## src/rtl/uart_rx_cfg_pkg.sv

```systemverilog
// Shared types, limits and config helpers for the configurable UART receiver.
// Imported by the top-level FSM and the bit sampler.
package uart_rx_cfg_pkg;

    typedef logic [2:0] rx_state_t;

    localparam rx_state_t IDLE      = 3'd0;
    localparam rx_state_t START     = 3'd1;
    localparam rx_state_t DATA      = 3'd2;
    localparam rx_state_t PARITY    = 3'd3;
    localparam rx_state_t STOP      = 3'd4;
    localparam rx_state_t WAIT_IDLE = 3'd5;

    localparam logic [3:0]  DATA_LEN_MIN = 4'd5;
    localparam logic [15:0] PRESC_MIN    = 16'd6;

    // Odd ratios lose their LSB; anything below the floor uses the floor.
    function automatic logic [15:0] round_presc(input logic [15:0] p);
        if (p < PRESC_MIN) begin
            return PRESC_MIN;
        end
        return {p[15:1], 1'b0};
    endfunction

    function automatic logic [3:0] clamp_len(
        input logic [3:0] len,
        input logic [3:0] max_len
    );
        if (len < DATA_LEN_MIN) begin
            return DATA_LEN_MIN;
        end
        if (len > max_len) begin
            return max_len;
        end
        return len;
    endfunction

endpackage

```

## src/rtl/uart_rx_sampler.sv

```systemverilog
// Bit-period timing for the UART receiver: edge counter, bit counter and
// a 3-tap majority vote around the middle of each bit.
module uart_rx_sampler
    import uart_rx_cfg_pkg::*;
#(
    parameter int PRESC_W = 6
) (
    input  logic               clk,
    input  logic               rst_n,
    input  logic               en,
    input  logic               clr,
    input  logic [PRESC_W-1:0] presc,
    input  logic               rx_s,
    output logic [3:0]         bit_cnt,
    output logic               wrap,
    output logic               sample_valid,
    output logic               sample_bit
);

    logic [PRESC_W-1:0] edge_cnt;
    logic [PRESC_W-1:0] half;
    logic [2:0]         taps;

    assign half = presc >> 1;
    assign wrap = en && (edge_cnt == presc - PRESC_W'(1));

    assign sample_valid = en && (edge_cnt == half + PRESC_W'(2));
    assign sample_bit   = (taps[0] & taps[1]) |
                          (taps[0] & taps[2]) |
                          (taps[1] & taps[2]);

    always_ff @(posedge clk) begin
        if (!rst_n || clr) begin
            edge_cnt <= '0;
            bit_cnt  <= '0;
            taps     <= 3'b111;
        end else if (en) begin
            if (wrap) begin
                edge_cnt <= '0;
                bit_cnt  <= bit_cnt + 4'd1;
            end else begin
                edge_cnt <= edge_cnt + PRESC_W'(1);
            end
            if (edge_cnt == half - PRESC_W'(1)) begin
                taps[0] <= rx_s;
            end
            if (edge_cnt == half) begin
                taps[1] <= rx_s;
            end
            if (edge_cnt == half + PRESC_W'(1)) begin
                taps[2] <= rx_s;
            end
        end
    end

endmodule

```

## src/rtl/uart_rx_cfg.sv

```systemverilog
// Runtime-configurable UART receiver: 5..DATA_W_MAX data bits, optional
// parity, 1 or 2 stop bits, break detection and split error pulses.
module uart_rx_cfg
    import uart_rx_cfg_pkg::*;
#(
    parameter int DATA_W_MAX = 9,
    parameter int PRESC_W    = 6
) (
    input  logic                  CLK,
    input  logic                  RST,
    input  logic                  RX_IN,
    input  logic [PRESC_W-1:0]    Prescale,
    input  logic [3:0]            DATA_LEN,
    input  logic                  PAR_EN,
    input  logic                  PAR_TYP,
    input  logic                  STOP2,
    output logic [DATA_W_MAX-1:0] P_DATA,
    output logic                  data_valid,
    output logic                  par_err,
    output logic                  stp_err,
    output logic                  brk_det,
    output logic                  busy
);

    localparam logic [3:0] LEN_MAX = 4'(DATA_W_MAX);

    logic sync1;
    logic rx_s;

    rx_state_t state;

    logic [PRESC_W-1:0]    presc_l;
    logic [3:0]            len_l;
    logic                  par_l;
    logic                  typ_l;
    logic                  stop2_l;

    logic [DATA_W_MAX-1:0] shreg;
    logic                  par_bit;
    logic                  par_bad;
    logic                  stp_acc;

    logic [3:0] bit_cnt;
    logic [3:0] last_idx;
    logic       wrap;
    logic       sample_valid;
    logic       sample_bit;
    logic       start_det;
    logic       smp_en;
    logic       stop_bad;
    logic       is_break;

    always_ff @(posedge CLK) begin
        if (!RST) begin
            sync1 <= 1'b1;
            rx_s  <= 1'b1;
        end else begin
            sync1 <= RX_IN;
            rx_s  <= sync1;
        end
    end

    assign busy      = (state != IDLE);
    assign start_det = (state == IDLE) && !rx_s;
    assign smp_en    = (state == START) || (state == DATA) ||
                       (state == PARITY) || (state == STOP);

    // Bit index of the final stop bit: start is index 0, data from 1.
    assign last_idx = 4'd1 + len_l + {3'b000, par_l} + {3'b000, stop2_l};

    assign stop_bad = stp_acc | ~sample_bit;
    assign is_break = ~sample_bit && (shreg == '0) && !(par_l && par_bit);

    uart_rx_sampler #(
        .PRESC_W (PRESC_W)
    ) u_sampler (
        .clk          (CLK),
        .rst_n        (RST),
        .en           (smp_en),
        .clr          (start_det),
        .presc        (presc_l),
        .rx_s         (rx_s),
        .bit_cnt      (bit_cnt),
        .wrap         (wrap),
        .sample_valid (sample_valid),
        .sample_bit   (sample_bit)
    );

    always_ff @(posedge CLK) begin
        if (!RST) begin
            state      <= IDLE;
            presc_l    <= PRESC_W'(PRESC_MIN);
            len_l      <= DATA_LEN_MIN;
            par_l      <= 1'b0;
            typ_l      <= 1'b0;
            stop2_l    <= 1'b0;
            shreg      <= '0;
            par_bit    <= 1'b0;
            par_bad    <= 1'b0;
            stp_acc    <= 1'b0;
            P_DATA     <= '0;
            data_valid <= 1'b0;
            par_err    <= 1'b0;
            stp_err    <= 1'b0;
            brk_det    <= 1'b0;
        end else begin
            data_valid <= 1'b0;
            par_err    <= 1'b0;
            stp_err    <= 1'b0;
            brk_det    <= 1'b0;
            case (state)
                IDLE: begin
                    if (!rx_s) begin
                        state   <= START;
                        presc_l <= PRESC_W'(round_presc(16'(Prescale)));
                        len_l   <= clamp_len(DATA_LEN, LEN_MAX);
                        par_l   <= PAR_EN;
                        typ_l   <= PAR_TYP;
                        stop2_l <= STOP2;
                        shreg   <= '0;
                        par_bit <= 1'b0;
                        par_bad <= 1'b0;
                        stp_acc <= 1'b0;
                    end
                end
                START: begin
                    if (sample_valid && sample_bit) begin
                        state <= IDLE;
                    end else if (wrap) begin
                        state <= DATA;
                    end
                end
                DATA: begin
                    if (sample_valid) begin
                        shreg[bit_cnt - 4'd1] <= sample_bit;
                    end
                    if (wrap && (bit_cnt == len_l)) begin
                        state <= par_l ? PARITY : STOP;
                    end
                end
                PARITY: begin
                    if (sample_valid) begin
                        par_bit <= sample_bit;
                        par_bad <= sample_bit != ((^shreg) ^ typ_l);
                    end
                    if (wrap) begin
                        state <= STOP;
                    end
                end
                STOP: begin
                    if (sample_valid) begin
                        if (bit_cnt == last_idx) begin
                            if (is_break) begin
                                brk_det <= 1'b1;
                            end else if (par_bad || stop_bad) begin
                                par_err <= par_bad;
                                stp_err <= stop_bad;
                            end else begin
                                data_valid <= 1'b1;
                                P_DATA     <= shreg;
                            end
                            state <= stop_bad ? WAIT_IDLE : IDLE;
                        end else begin
                            stp_acc <= stp_acc | ~sample_bit;
                        end
                    end
                end
                WAIT_IDLE: begin
                    if (rx_s) begin
                        state <= IDLE;
                    end
                end
                default: begin
                    state <= IDLE;
                end
            endcase
        end
    end

endmodule
```

## config.mk

```make
export PLATFORM = sky130hd
export DESIGN_NAME = uart_rx_cfg
export DESIGN_NICKNAME = d
export VERILOG_FILES = /design/src/rtl/uart_rx_cfg_pkg.sv /design/src/rtl/uart_rx_sampler.sv /design/src/rtl/uart_rx_cfg.sv
export SDC_FILE = /design/constraint.sdc
export NUM_CORES = 1
export LEC_CHECK = 0
export CAP_MARGIN = 20
export CORE_AREA = 3 3 86 88
export DETAILED_ROUTE_END_ITERATION = 10
export DIE_AREA = 0 0 89 91
export GPL_ROUTABILITY_DRIVEN = 0
export PLACE_DENSITY_LB_ADDON = 0.08
export SYNTH_ARGS = -nofsm -noshare
export SYNTH_HDL_FRONTEND = slang
export SYNTH_SLANG_ARGS = --single-unit
```

## constraint.sdc

```tcl
create_clock -name CLK -period 4.88 [get_ports CLK]
set_clock_uncertainty 0.2 [all_clocks]
set_input_delay 0.976 -clock CLK [delete_from_list [all_inputs] [get_ports CLK]]
set_output_delay 0.976 -clock CLK [all_outputs]
set_load 0.1 [all_outputs]
```

==> impl_metrics.tcl, run 1 <==
set metrics [dict create \
    grt_pass1_wl_microns 11800 \
    ant_nets 0 \
    multi_input_area_sq_mm 0.00199 \
    overflow 0 \
    timing.final.crit_share 0.722 \
    yosysMostFrequentCell "dfxtp_1" \
    critical-path-top-delay-family "buffers and inverters" \
    synth_area_per_cell_sq_um 8.35 \
    power_frac_clock 0.268 \
    max_stage_delay_ns 1.17 \
    hold_path.class "register to register" \
    syn_inst 393 \
    p_per_area_mw_per_mm2 275 \
    ir_worst_vdd_v 0.000103 \
    seqCellArea_sq_mm 0.00110 \
    syn_nets 428 \
    post_cts_buffers 0 \
    io_pins 30 \
    p_sw_w 0.000344 \
    io_buffers 28 \
    die-width_microns 89 \
    avgRoutedWirePerCell_microns 14.2 \
    areaGrowthSynthToFinish_pct 11.6 \
    hold_slack_ns 0.219 \
    combPwrFrac 0.237 \
    num_vias 2658 \
    core_area_sq_mm 0.00672 \
    clk_pin_slew_worst_paths_ns 0.11 \
    p_leak_nw 1.33 \
    synth-async-reset-ratio 0 \
    crit_fanout 14 \
    drt_wl_total_microns 6890 \
    cts-hold-fix-buffers 0 \
    dpl.hpwl_microns 5180 \
    cts_max_level 2 \
    arrival_ns 2.35 \
    yosysWarnings 0 \
    fin_nets 439 \
    crit_required_ns 3.70 \
    drtIter0Drc 164 \
    grt_pass1_vias 2432 \
    hold_violations 0 \
    crit_chain "or3_1, clkdlybuf4s50_1" \
    cts_resized 0 \
    start_util 0.488 \
    tritoncts "yes" \
    ys_seq_area_frac 0.335 \
    power_w 0.00101 \
    report.final.slew_viol_count 0 \
    ys_seq_elements 55 \
    clkLatencyLatePin_ns 0.32 \
    synth-main-ff-cell "dfxtp_1" \
    synth_top_area_cell "dfxtp_1" \
    rsz0062_at_grt "false" \
    dieArea_sq_mm 0.00810 \
    synthesis.area_sq_mm 0.00328 \
    max_freq_mhz 284 \
    finalSetupViolCount 0 \
    fin_crit_ns 3.52 \
    drive_gt1_frac 0.0346 \
    via_per_inst 5.48 \
    antenna_found_initial 0 \
    cts_sinks 55 \
    yosysTopAreaCellShare 0.335 \
    cap_violations 0 \
    worstSetupPathType "register to primary output" \
    path_buf_inv 1 \
    swShare 0.342 \
    fin_setup_tns_ns 0 \
    drc 0 \
    crit_slowest_cell "clkdlybuf4s50_1" \
    fillers 654 \
    track_usage 0.183 \
    ys_types 48 \
    internal_power_w 0.000662 \
    placementRows 30 \
    numCtsBuffers 5 \
    crit_path_start_kind "register" \
    dr.pass1.iters 4 \
    worst_setup_path_end_kind "primary output" \
    status "finished clean" \
    synth-edff-count 0 \
    slew_headroom 0.271 \
    p_seq_frac 0.495 \
    synth_common_cells "dfxtp_1, nand2_1, nor2_1, xnor2_1, inv_1" \
    cts.root.buffer_cell "clkbuf_8" \
    antenna-diode-count 0 \
    synth.area.top_cells "dfxtp_1, ha_1, xnor2_1" \
    clock_path_buffers 2 \
    worstMarginPinSlew_ns 1.07 \
    grt_max_degree 23 \
    fp.dieH_microns 91 \
]
path summary, 6_finish.rpt:
check,from,to,slack [ns],depth (start not counted)
hold / removal,sync1,rx_s,0.22,1
setup / recovery,state[2],busy,1.36,2
setup reg to reg,len_l[0],P_DATA[3],1.48,12
hold reg to reg,sync1,rx_s,0.22,1
logic make-up (layout without fill, tap and decap cells):
logic type,count (synthesis),after routing,share of synthesized area
AND/OR/NAND/NOR,157,157,0.239
AO/OA/AOI/OAI,57,57,0.132
flip-flops,55,55,0.335
buffers and inverters,48,60,0.0606
XOR/XNOR,41,41,0.109
adder cells (fa/ha/maj),19,19,0.0747
multiplexers,16,16,0.0488
per-stage QoR:
| stage | utilization | setup WS (ns) | cell area [sq um] | cells |
|---|---|---|---|---|
| final | 0.545 | 1.36 | 3660 | 485 |
| after global routing | 0.545 | 1.04 | 3660 | 485 |
| after CTS | 0.545 | 1.36 | 3660 | 485 |
| after detailed placement | 0.531 | 1.39 | 3570 | 477 |
| after global placement | 0.531 | 1.44 | 3570 | 477 |
| after floorplan | - | 1.31 | 3280 | 393 |
placed cells by master (no fill, tap or decap), types with 3 or more instances in the layout:
cell              n
clkdlybuf4s50_1  28
nand3_1          10
inv_1            21
nor2b_1          13
nor3b_1           3
nand4_1          11
and3_1            4
nor3_1            9
a2111oi_0         3
dfxtp_1          55
nor2_1           33
o21a_1            3
o21ai_0          13
nand2_1          47
a21boi_0          9
a21oi_1           6
ha_1             18
xor2_1           17
nand3b_1          4
xnor2_1          24
clkbuf_8          5
nand2b_1          6
and2_1            6
a32o_1            8
buf_4             3
mux2i_1          16
sequential cells by signal, indices dropped and copies added (netlist names), 3 cells and up:
| signal | cells |
|---|---|
| P_DATA | 9 |
| shreg | 9 |
| u_sampler.edge_cnt | 6 |
| presc_l | 5 |
| len_l | 4 |
| u_sampler.bit_cnt | 4 |
| state | 3 |
| u_sampler.taps | 3 |
per-layer routing:
layer | up-vias | track usage | share of wire
met5 | - | 0 | 0
met4 | 0 | 0.0558 | 0.014
met3 | 9 | 0.0309 | 0.037
met2 | 49 | 0.274 | 0.44
met1 | 1241 | 0.265 | 0.51
li1 | 1359 | - | -
power by group through the flow:
| stage | Clock (W) | Sequential (W) | Combinational [W] |
|---|---|---|---|
| after global routing | 0.000298 | 0.000502 | 0.000262 |
| after global placement | 0 | 0.000508 | 0.000235 |
| after CTS | 0.000282 | 0.000498 | 0.000239 |
| final | 0.000270 | 0.000498 | 0.000239 |
| after detailed placement | 0 | 0.000508 | 0.000238 |
| after floorplan | 0 | 0.000482 | 0.000220 |
layout make-up:
cell class | count | share of cell area
clock buffers | 5 | 0.0188
clock inverters | 3 | 0.00649
inverters | 21 | 0.0215
multi-input cells | 290 | 0.543
flip-flops and latches | 55 | 0.301
well taps | 80 | 0.0273
repair buffers | 31 | 0.0827
worst register-to-register path, cell delays in order (launching register included):
cell and delay (ns):
dfxtp_1 0.37, inv_1 0.05, ha_1 0.27, inv_1 0.04, ha_1 0.19, fa_1 0.38
xnor2_1 0.14, a2111oi_0 0.65, nand3_1 0.31, nor4_2 0.20, buf_4 0.24, mux2i_1 0.22
nor2b_1 0.06
No activity file was read; power rests on OpenSTA's default activity.
==> run 2: changes to the inputs <==
==> constraint.sdc (replaced) <==
create_clock -name CLK -period 3.25 [get_ports CLK]
set_clock_uncertainty 0.2 [all_clocks]
set_input_delay 0.65 -clock CLK [delete_from_list [all_inputs] [get_ports CLK]]
set_output_delay 0.65 -clock CLK [all_outputs]
set_load 0.1 [all_outputs]
==> impl_metrics.tcl, run 2 (same netlist as run 1, synthesis figures left out) <==
set metrics [dict create \
    grt_pass1_wl_microns 11900 \
    cts_max_level 2 \
    p_sw_w 0.000529 \
    fin_nets 454 \
    antenna-diode-count 0 \
    avgRoutedWirePerCell_microns 14.2 \
    worstSetupPathType "register to register" \
    overflow 0 \
    crit_slowest_cell "fa_1" \
    hold_violations 0 \
    core_area_sq_mm 0.00672 \
    max_freq_mhz 322 \
    grt_pass1_vias 2527 \
    rsz0062_at_grt "true" \
    m1WireLength_microns 3550 \
    drtIter0Drc 129 \
    clkLatencyLatePin_ns 0.32 \
    drive_gt1_frac 0.126 \
    crit_fanout 4 \
    placementRows 30 \
    cap_violations 0 \
    die-width_microns 89 \
    ant_nets 0 \
    internal_power_w 0.00101 \
    clock_path_buffers 2 \
    track_usage 0.181 \
    hold_path.class "register to register" \
    start_util 0.488 \
    power_frac_clock 0.268 \
    reg.largest.list "P_DATA x9, shreg x9, u_sampler.edge_cnt x6" \
    crit_chain "inv_2, ha_4, inv_2, ha_4, fa_1, xor2_1, a2111oi_2, buf_4, nand3_4, nor4_4, buf_4, mux2i_1, nor2b_1" \
    wl_met3_microns 208 \
    grt_max_degree 22 \
    critical-path-top-delay-family "adder cells" \
    dr.pass1.iters 4 \
    report.final.slew_viol_count 0 \
    numCtsBuffers 5 \
    p_seq_frac 0.482 \
    final_cell_mix "dfxtp_1, nand2_1, nor2_1" \
    p_per_area_mw_per_mm2 405 \
    final_util 0.567 \
    crit_required_ns 3.27 \
    status "finished clean" \
    slew_headroom 0.329 \
    arrival_ns 3.12 \
    routed.top_layer "met4" \
    ir_worst_vdd_v 0.000196 \
    final_common_cell "dfxtp_1" \
    antenna_found_initial 0 \
    stdcell_area_sq_mm 0.00381 \
    path_buf_inv 4 \
    cts.root.buffer_cell "clkbuf_8" \
    crit_path_start_kind "register" \
    worstMarginPinSlew_ns 0.981 \
    finalSetupViolCount 0 \
    cts-hold-fix-buffers 0 \
    tritoncts "yes" \
    cts_sinks 55 \
    ff2ff_setup_slack_ns 0.15 \
    place_area_sq_mm 0.00364 \
    p_leak_nw 1.43 \
    dieArea_sq_mm 0.00810 \
    fin_crit_ns 3.10 \
    combPwrFrac 0.250 \
    timing.final.crit_share 0.955 \
    worst_setup_path_end_kind "register" \
    dpl.hpwl_microns 5320 \
    fp.dieH_microns 91 \
    clk_pin_slew_worst_paths_ns 0.11 \
    crit_start "len_l[0]" \
    drt_wl_total_microns 7080 \
    swShare 0.343 \
    wl_met2_microns 3250 \
    r2r_start "len_l[0]" \
    io_buffers 28 \
    via_per_inst 5.36 \
    io_pins 30 \
    drc 0 \
    max_stage_delay_ns 0.46 \
    areaGrowthSynthToFinish_pct 16.0 \
    worstHoldStart "sync1" \
    num_vias 2682 \
]
run 2: cell types whose count changed in the layout (fill, tap and decap cells not counted), sizes merged:
| cell | previous run | this run |
|---|---|---|
| buf | 3 | 32 |
| clkdlybuf4s50 | 28 | 14 |
| clkinv | 1 | 0 |
| inv | 22 | 23 |
run 2: timing repair:
action	in CTS	in global routing
endpoints found under the setup margin	0	12
resized for setup	0	19
buffers inserted	0	0
run 2: path summary, 6_finish.rpt:
| check | to | cells after the start |
|---|---|---|
| max | P_DATA[6] | 13 |
| min | rx_s | 1 |
| max reg2reg | P_DATA[6] | 13 |
| min reg2reg | rx_s | 1 |
run 2: per-layer routing:
metal,track usage,vias up
met5,0,-
met4,0.0397,0
met3,0.0309,8
met2,0.288,37
met1,0.256,1254
li1,-,1383
run 2: worst reg2reg max path, cell delays in order (launching register included):
cell	delay (ns)
dfxtp_2	0.35
inv_2	0.04
ha_4	0.25
inv_2	0.04
ha_4	0.15
fa_1	0.46
xor2_1	0.16
a2111oi_2	0.33
buf_4	0.18
nand3_4	0.10
nor4_4	0.30
buf_4	0.21
mux2i_1	0.18
nor2b_1	0.06
run 2: area by class of cell:
class	count	area [sq um]
clock buffer	5	68.8
clock inverter	3	27.5
fill	659	2910
inverter	21	78.8
multi-input combinational	290	2040
sequential	55	1100
tap	80	100
timing repair buffer	46	384
run 2: stage by stage:
step	hold WS, ns	TNS [ns]	std cells	worst slack, ns	total power, W
floorplan	0.186	0	393	0.222	0.00106
global placement	0.200	0	491	0.139	0.00112
detailed placement	0.202	0	491	0.123	0.00113
CTS	0.231	0	499	0.0968	0.00154
global route	0.237	-0.292	500	-0.0539	0.00162
finish	0.227	0	500	0.148	0.00154
run 2: power by group through the flow:
stage | logic (W) | clock network, W | registers (W)
5_1_grt | 0.000422 | 0.000451 | 0.000748
4_1_cts | 0.000373 | 0.000430 | 0.000740
2_1_floorplan | 0.000332 | 0 | 0.000724
3_5_place_dp | 0.000371 | 0 | 0.000756
6_report | 0.000385 | 0.000413 | 0.000742
3_3_place_gp | 0.000368 | 0 | 0.000755
